==> config.mk <==
export PLATFORM = sky130hd
export DESIGN_NAME = sram_wr_ctl
export DESIGN_NICKNAME = d
export VERILOG_FILES = /design/src/rtl/sram_wr_ctl_pkg.sv /design/src/rtl/sram_wr_ctl.sv
export SDC_FILE = /design/constraint.sdc
export NUM_CORES = 1
export LEC_CHECK = 0
export CORE_AREA = 5 5 222 224
export DETAILED_ROUTE_END_ITERATION = 10
export DIE_AREA = 0 0 227 229
export GPL_TIMING_DRIVEN = 0
export PLACE_DENSITY = 0.59
export SYNTH_ARGS = -nofsm -noshare
export SYNTH_HDL_FRONTEND = slang
export SYNTH_SLANG_ARGS = --single-unit
==> constraint.sdc <==
create_clock -name clk -period 5.3 [get_ports clk]
set_clock_uncertainty 0.05 [all_clocks]
set_input_delay 1.06 -clock clk [delete_from_list [all_inputs] [get_ports clk]]
set_output_delay 1.06 -clock clk [all_outputs]
set_load 0.02 [all_outputs]
==> src/rtl/sram_wr_ctl_pkg.sv <==
// Shared definitions for the packet SRAM write controller and its consumers
// (queue manager). Holds the default geometry, the write-FSM state encoding
// and the descriptor layout handed to the queue manager.
package sram_wr_ctl_pkg;

  localparam int DATA_WIDTH    = 256;
  localparam int ADDR_WIDTH    = 10;
  localparam int PORT_ID_WIDTH = 4;
  localparam int MAX_PKT_WORDS = 64;
  localparam int DESC_LEN_W    = ADDR_WIDTH + 1;

  // Write-path FSM states.
  typedef enum logic [1:0] {
    ST_IDLE = 2'd0,
    ST_PKT  = 2'd1,
    ST_DROP = 2'd2,
    ST_DESC = 2'd3
  } wr_state_e;

  // Descriptor as seen by the queue manager.
  typedef struct packed {
    logic [ADDR_WIDTH-1:0]    addr;
    logic [DESC_LEN_W-1:0]    len;
    logic [PORT_ID_WIDTH-1:0] port;
    logic                     trunc;
  } pkt_desc_t;

endpackage

==> src/rtl/sram_wr_ctl.sv <==
// sram_wr_ctl: writes the arbiter's granted beat stream into the shared
// packet SRAM as a ring buffer and issues one descriptor per packet.
// Ports:
//   clk, rst                       clock, synchronous active-high reset
//   in_valid/in_ready/in_sop/in_eop/in_port/data_in   beat stream in
//   sram_we/sram_waddr/sram_wdata  registered SRAM write port
//   desc_valid/desc_ready/desc_addr/desc_len/desc_port/desc_trunc
//                                  descriptor handshake to queue manager
//   free_valid/free_len            space returned by the queue manager
//   used_words                     occupied SRAM words
//   err_sop                        one-cycle protocol error pulse
module sram_wr_ctl
  import sram_wr_ctl_pkg::*;
#(
  parameter int data_width    = DATA_WIDTH,
  parameter int addr_width    = ADDR_WIDTH,
  parameter int port_id_width = PORT_ID_WIDTH,
  parameter int max_pkt_words = MAX_PKT_WORDS
) (
  input  logic                     clk,
  input  logic                     rst,
  input  logic                     in_valid,
  output logic                     in_ready,
  input  logic                     in_sop,
  input  logic                     in_eop,
  input  logic [port_id_width-1:0] in_port,
  input  logic [data_width-1:0]    data_in,
  output logic                     sram_we,
  output logic [addr_width-1:0]    sram_waddr,
  output logic [data_width-1:0]    sram_wdata,
  output logic                     desc_valid,
  input  logic                     desc_ready,
  output logic [addr_width-1:0]    desc_addr,
  output logic [addr_width:0]      desc_len,
  output logic [port_id_width-1:0] desc_port,
  output logic                     desc_trunc,
  input  logic                     free_valid,
  input  logic [addr_width:0]      free_len,
  output logic [addr_width:0]      used_words,
  output logic                     err_sop
);

  localparam int len_w = addr_width + 1;
  localparam int depth = 2 ** addr_width;

  localparam logic [len_w-1:0]      depth_c   = len_w'(depth);
  localparam logic [len_w-1:0]      max_c     = len_w'(max_pkt_words);
  localparam logic [len_w-1:0]      len_one_c = len_w'(1);
  localparam logic [len_w-1:0]      len_zro_c = len_w'(0);
  localparam logic [addr_width-1:0] ptr_one_c = addr_width'(1);

  wr_state_e             state_r;
  logic [addr_width-1:0] wr_ptr_r;
  logic [len_w-1:0]      used_r;
  logic [len_w-1:0]      len_r;

  logic                  space_ok_s;
  logic                  accept_s;
  logic                  write_s;
  logic                  desc_hs_s;
  logic [len_w-1:0]      len_nxt_s;
  logic [len_w-1:0]      free_s;
  logic [len_w-1:0]      wrote_s;
  logic [len_w-1:0]      used_nxt_s;

  // A packet may only start when a worst-case packet fits, so PKT never stalls.
  assign space_ok_s = (depth_c - used_r) >= max_c;
  assign accept_s   = in_valid && in_ready;
  assign desc_hs_s  = desc_valid && desc_ready;

  // Ready per state; in IDLE only a SOP beat lacking headroom is held off.
  always_comb begin
    in_ready = 1'b0;
    case (state_r)
      ST_IDLE: begin
        if (in_sop && !space_ok_s) begin
          in_ready = 1'b0;
        end else begin
          in_ready = 1'b1;
        end
      end
      ST_PKT:  in_ready = 1'b1;
      ST_DROP: in_ready = 1'b1;
      ST_DESC: in_ready = 1'b0;
      default: in_ready = 1'b0;
    endcase
  end

  // Beats reach SRAM on an accepted SOP in IDLE or any accepted beat in PKT.
  always_comb begin
    write_s = 1'b0;
    case (state_r)
      ST_IDLE: write_s = accept_s && in_sop;
      ST_PKT:  write_s = accept_s;
      ST_DROP: write_s = 1'b0;
      ST_DESC: write_s = 1'b0;
      default: write_s = 1'b0;
    endcase
  end

  // Length after this beat: a SOP restarts the count at one.
  always_comb begin
    if (state_r == ST_IDLE) begin
      len_nxt_s = len_one_c;
    end else begin
      len_nxt_s = len_r + len_one_c;
    end
  end

  // Occupancy update: write and free in the same cycle net out exactly.
  always_comb begin
    if (free_valid) begin
      free_s = free_len;
    end else begin
      free_s = len_zro_c;
    end
    if (write_s) begin
      wrote_s = len_one_c;
    end else begin
      wrote_s = len_zro_c;
    end
    used_nxt_s = used_r + wrote_s - free_s;
  end

  // Registered SRAM write port, pointer and occupancy counters.
  always_ff @(posedge clk) begin
    if (rst) begin
      sram_we    <= 1'b0;
      sram_waddr <= '0;
      sram_wdata <= '0;
      wr_ptr_r   <= '0;
      len_r      <= '0;
      used_r     <= '0;
      used_words <= '0;
    end else begin
      sram_we    <= write_s;
      used_r     <= used_nxt_s;
      used_words <= used_nxt_s;
      if (write_s) begin
        sram_waddr <= wr_ptr_r;
        sram_wdata <= data_in;
        // Natural overflow of the pointer gives the ring wrap.
        wr_ptr_r   <= wr_ptr_r + ptr_one_c;
        len_r      <= len_nxt_s;
      end
    end
  end

  // Packet FSM with registered descriptor and error outputs.
  always_ff @(posedge clk) begin
    if (rst) begin
      state_r    <= ST_IDLE;
      desc_valid <= 1'b0;
      desc_addr  <= '0;
      desc_len   <= '0;
      desc_port  <= '0;
      desc_trunc <= 1'b0;
      err_sop    <= 1'b0;
    end else begin
      err_sop <= 1'b0;
      case (state_r)
        ST_IDLE: begin
          if (accept_s && in_sop) begin
            desc_addr  <= wr_ptr_r;
            desc_port  <= in_port;
            desc_trunc <= 1'b0;
            if (in_eop) begin
              state_r    <= ST_DESC;
              desc_valid <= 1'b1;
              desc_len   <= len_nxt_s;
            end else if (len_nxt_s == max_c) begin
              state_r    <= ST_DROP;
              desc_trunc <= 1'b1;
            end else begin
              state_r <= ST_PKT;
            end
          end else if (accept_s) begin
            // Orphan body beat: discarded, flagged.
            err_sop <= 1'b1;
          end
        end
        ST_PKT: begin
          if (accept_s) begin
            // A stray SOP mid-packet is stored as an ordinary beat.
            err_sop <= in_sop;
            if (in_eop) begin
              state_r    <= ST_DESC;
              desc_valid <= 1'b1;
              desc_len   <= len_nxt_s;
            end else if (len_nxt_s == max_c) begin
              state_r    <= ST_DROP;
              desc_trunc <= 1'b1;
            end
          end
        end
        ST_DROP: begin
          if (accept_s && in_eop) begin
            state_r    <= ST_DESC;
            desc_valid <= 1'b1;
            desc_len   <= len_r;
          end
        end
        ST_DESC: begin
          if (desc_hs_s) begin
            state_r    <= ST_IDLE;
            desc_valid <= 1'b0;
            desc_trunc <= 1'b0;
          end
        end
        default: begin
          state_r    <= ST_IDLE;
          desc_valid <= 1'b0;
        end
      endcase
    end
  end

endmodule

==> out/results.md <==
| Metric | Reported | Unit |
|:---|:---|:---|
| Hold Crit Class | flop to flop | - |
| Critical R2R Capture | used_r[10]$_SDFF_PP0_ | - |
| Critical path endpoint category | flop | - |
| Simple logic cell fraction of the synthesized area | 22.0 | % |
| Largest fanout of any net on the critical path | 10 | - |
| Reg-to-reg startpoint | used_r[0]$_SDFF_PP0_ | - |
| Clock latency on the worst-skew pair | 0.53 | ns |
| Flip-flop and latch count after synthesis | 329 | - |
| P_leak | 7.49 | nW |
| Peak Freq | 204 | MHz |
| Core area | 47100 | um2 |
| Number of diodes | 0 | - |
| Overall Global Routing Usage | 18.3 | % |
| Post-detail-place hpwl | 39.7 | mm |
| R2r worst-path depth | 20 | - |
| Maximum clock insertion buffer count | 3 | - |
| Initial detailed-routing violation count | 516 | - |
| Aggregate global routing overflow | 0 | - |
| Setup violation total in the final timing report | 0 | - |
| Horizontal extent of the die | 227 | um |
| I/O pins | 585 | - |
| Die height | 229 | um |
| Post-DR wirelength/cell | 17.7 | um |
| CTS clk-pin slew, worst paths | 0.06 | ns |
| Worst Hold Margin | 0.402 | ns |
| Clock tree from TritonCTS | done | - |
| Top cell types by occurrence after synthesis | 582 x nand2_1, 329 x dfxtp_1, 292 x a21oi_1, 70 x clkbuf_1, 60 x nor2_1 | - |
| Reg-to-reg slack, setup | 0.39 | ns |
| Number of resized instances in the post-cts repair step | 0 | - |
| Final net count | 2512 | - |
| Status | finished, final reports clean | - |
| Dominant cell by count in the synthesized netlist | nand2_1 | - |
| Synth Area in Adders | 2.70 | % |
| Total die area | 52000 | um2 |
| Post-synth cell types | 54 | - |
| Post-detailed-route DRC marker count | 0 | - |
| H-Tree Depth | 2 | - |
| Final critical path time including I/O delays and setup | 4.91 | ns |
| Number of warning messages in the yosys log | 0 | - |
| Total number of placement rows | 80 | - |
| Effective utilization at floorplan | 27.1 | % |
| Post-Place Cells | 2780 | - |
| Initial antenna violation count | 2 | - |
| Post-synth top area cell | dfxtp_1 | - |
| Cell Count, Final, Fillers Out | 2848 | - |
| Post-route antenna net violation count | 0 | - |
| # Post-CTS Setup Buffers | 0 | - |
| Compound-gate portion of the synthesized area | 14.4 | % |
| Setup TNS Final | 0 | ns |
| Global-route wire length before repair | 75.3 | mm |
| Critical Path RT | 5.71 | ns |
| Pins Over Slew Limit | 0 | - |
| Part of the Yosys area used for sequential elements | 51.6 | % |
| Most instantiated flip-flop cell in the synthesis netlist | dfxtp_1 | - |
| Via count of the first global-routing pass | 13.0k | - |
| PortBufs | 583 | - |
| Total of max-cap violations | 0 | - |
| Sinks on the clock net | 329 | - |
| Area delta synth->final | 61.5 | % |
| Worst setup path endpoint | used_r[10]$_SDFF_PP0_ | - |
| Post-synthesis async set-or-reset flop share | 0 | % |
| Most area-consuming cells after synthesis | dfxtp_1 52%, nand2_1 17%, a21oi_1 11% | - |
| Overall via count from detail_route | 12.9k | - |
| Final number of hold-violating endpoints | 0 | - |
| Number of buffers created by CTS | 40 | - |
| Post-Syn Area per Cell | 8.07 | um2 |
| Startpoint type of the worst setup path | flop | - |
| CP Launch Point | used_r[0]$_SDFF_PP0_ | - |
| Hold buffers post-CTS | 0 | - |
| Dominant combinational cell family by area after synthesis | simple AND/OR/NAND/NOR gates | - |
| Measured slew at the worst slew-check pin | 0.850 | ns |
| Unrepaired setup endpoints after global routing | no | - |
| Routed wire length | 50.4 | mm |
| Share of synthesized area spent on multiplexers | 1.97 | % |
| Power density over the cells | 413 | nW/um2 |
| Syn_nets | 1887 | - |
| CP Data Arrival Time | 5.32 | ns |
| Global placement routability congestion | 0.858 | - |
| Relative slew slack | 43.3 | % |
| Mapped Area | 12800 | um2 |
| Crit Path Class | flop to flop | - |
| Post-Route Utilization | 43.7 | % |
| Peak ir drop on the vdd network | 205 | uV |
| Cells after Synth | 1582 | - |
| Post-synthesis share of cell area spent on xor and xnor gates | 1.44 | % |
| Fraction of layout instances using a drive strength above 1 | 4.97 | % |
| Final clock period utilization by the worst path | 92.6 | % |
| Buffer type at the clock tree root | clkbuf_16 | - |
| Pin count of the biggest net entering global routing | 13 | - |
| Number of flops mapped to enable cells by yosys | 0 | - |
| DR pass1 iterations | 5 | - |
| Mean number of vias per cell | 4.53 | - |
| Area share of the largest cell type after synthesis | 51.6 | % |
-- worst max-delay path: stages, from the launching register on --
cell and delay [ns]:
dfxtp_1 0.33, or4_1 0.59, or4_4 0.52, and4_1 0.23, o21a_1 0.23, buf_6 0.16, clkinv_4 0.11, buf_8 0.19
buf_6 0.17, ha_1 0.24, inv_1 0.05, ha_1 0.16, inv_1 0.06, fa_1 0.38, nor2b_1 0.16, o21ai_0 0.11
a21oi_1 0.22, o21ai_0 0.20, a211o_1 0.33, a211o_1 0.25, o21ai_0 0.06
-- cells in the final DEF (no fill, tap or decap), drive strengths merged, types with 2 or more instances in the layout --
| master | n |
|---|---|
| nand2 | 582 |
| nor2b | 7 |
| a31oi | 4 |
| a211oi | 3 |
| or3 | 4 |
| nand4 | 7 |
| nor3 | 9 |
| nor2 | 60 |
| clkinv | 8 |
| nand2b | 3 |
| or2 | 5 |
| o211ai | 2 |
| and4 | 2 |
| xor2 | 10 |
| a21o | 5 |
| o31ai | 8 |
| clkdlybuf4s50 | 583 |
| or4 | 5 |
| xnor2 | 11 |
| inv | 16 |
| nand3 | 10 |
| o21ai | 17 |
| a211o | 3 |
| and3 | 4 |
| clkbuf | 129 |
| mux2i | 24 |
| dfxtp | 329 |
| buf | 43 |
| ha | 26 |
| a21oi | 292 |
| and2 | 3 |
| o2111ai | 2 |
-- metrics by stage --
stage	worst slack, ns	total power [W]	area, um2
finish	0.393	0.00851	20600
CTS	0.377	0.00864	20600
detailed placement	0.200	0.00597	19400
floorplan	0.979	0.00467	12800
global route	0.0906	0.00900	20600
global placement	0.246	0.00593	19400
-- layout make-up --
class,instances,area [um2]
sequential,329,6590
fill,4732,26500
buffer,114,689
clock buffer,58,1160
inverter,16,65.1
clock inverter,10,85.1
tap,615,769
timing repair buffer,583,5840
multi-input combinational,1123,5430
-- report_power, final --
group	internal (W)	switching, W	total [W]
clock network	0.00156	0.00105	0.00261
registers	0.00279	0.000191	0.00298
logic	0.00129	0.00163	0.00292
total	0.00564	0.00287	0.00851
-- kinds of logic after synthesis --
logic type               Yosys count
AO/OA/AOI/OAI                    346
XOR/XNOR                          21
adder cells (fa/ha/maj)           27
buffers and inverters            130
flip-flops                       329
multiplexers                      25
AND/OR/NAND/NOR                  704
-- worst min path at each step --
stage          depth (start not counted)  slack, ns                         start                           end
2_1_floorplan                          2       0.41      wr_ptr_r[9]$_SDFFE_PP0P_    sram_waddr[9]$_SDFFE_PP0P_
3_3_place_gp                           2       0.39  sram_wdata[217]$_SDFFE_PP0P_  sram_wdata[217]$_SDFFE_PP0P_
3_5_place_dp                           2       0.40  sram_wdata[136]$_SDFFE_PP0P_  sram_wdata[136]$_SDFFE_PP0P_
4_1_cts                                2       0.40  sram_wdata[199]$_SDFFE_PP0P_  sram_wdata[199]$_SDFFE_PP0P_
5_1_grt                                2       0.42  sram_wdata[200]$_SDFFE_PP0P_  sram_wdata[200]$_SDFFE_PP0P_
6_report                               2       0.40    sram_wdata[5]$_SDFFE_PP0P_    sram_wdata[5]$_SDFFE_PP0P_
-- flip-flops by register name, indices dropped and copies added (netlist names) --
signal / count
desc_trunc: 1
err_sop: 1
sram_wdata: 256
desc_valid: 1
desc_len: 11
desc_addr: 10
len_r: 11
desc_port: 4
wr_ptr_r: 10
sram_we: 1
sram_waddr: 10
state_r: 2
used_r: 11
-- metal layers --
layer	routed length, um	global-route usage, %	vias to the layer above
met4	1740	6.56	4
met5	27	0	-
met1	19900	20.8	5910
met3	4340	5.76	94
met2	24500	32.3	452
li1	-	-	6440
(Power assumes the default switching activity.)
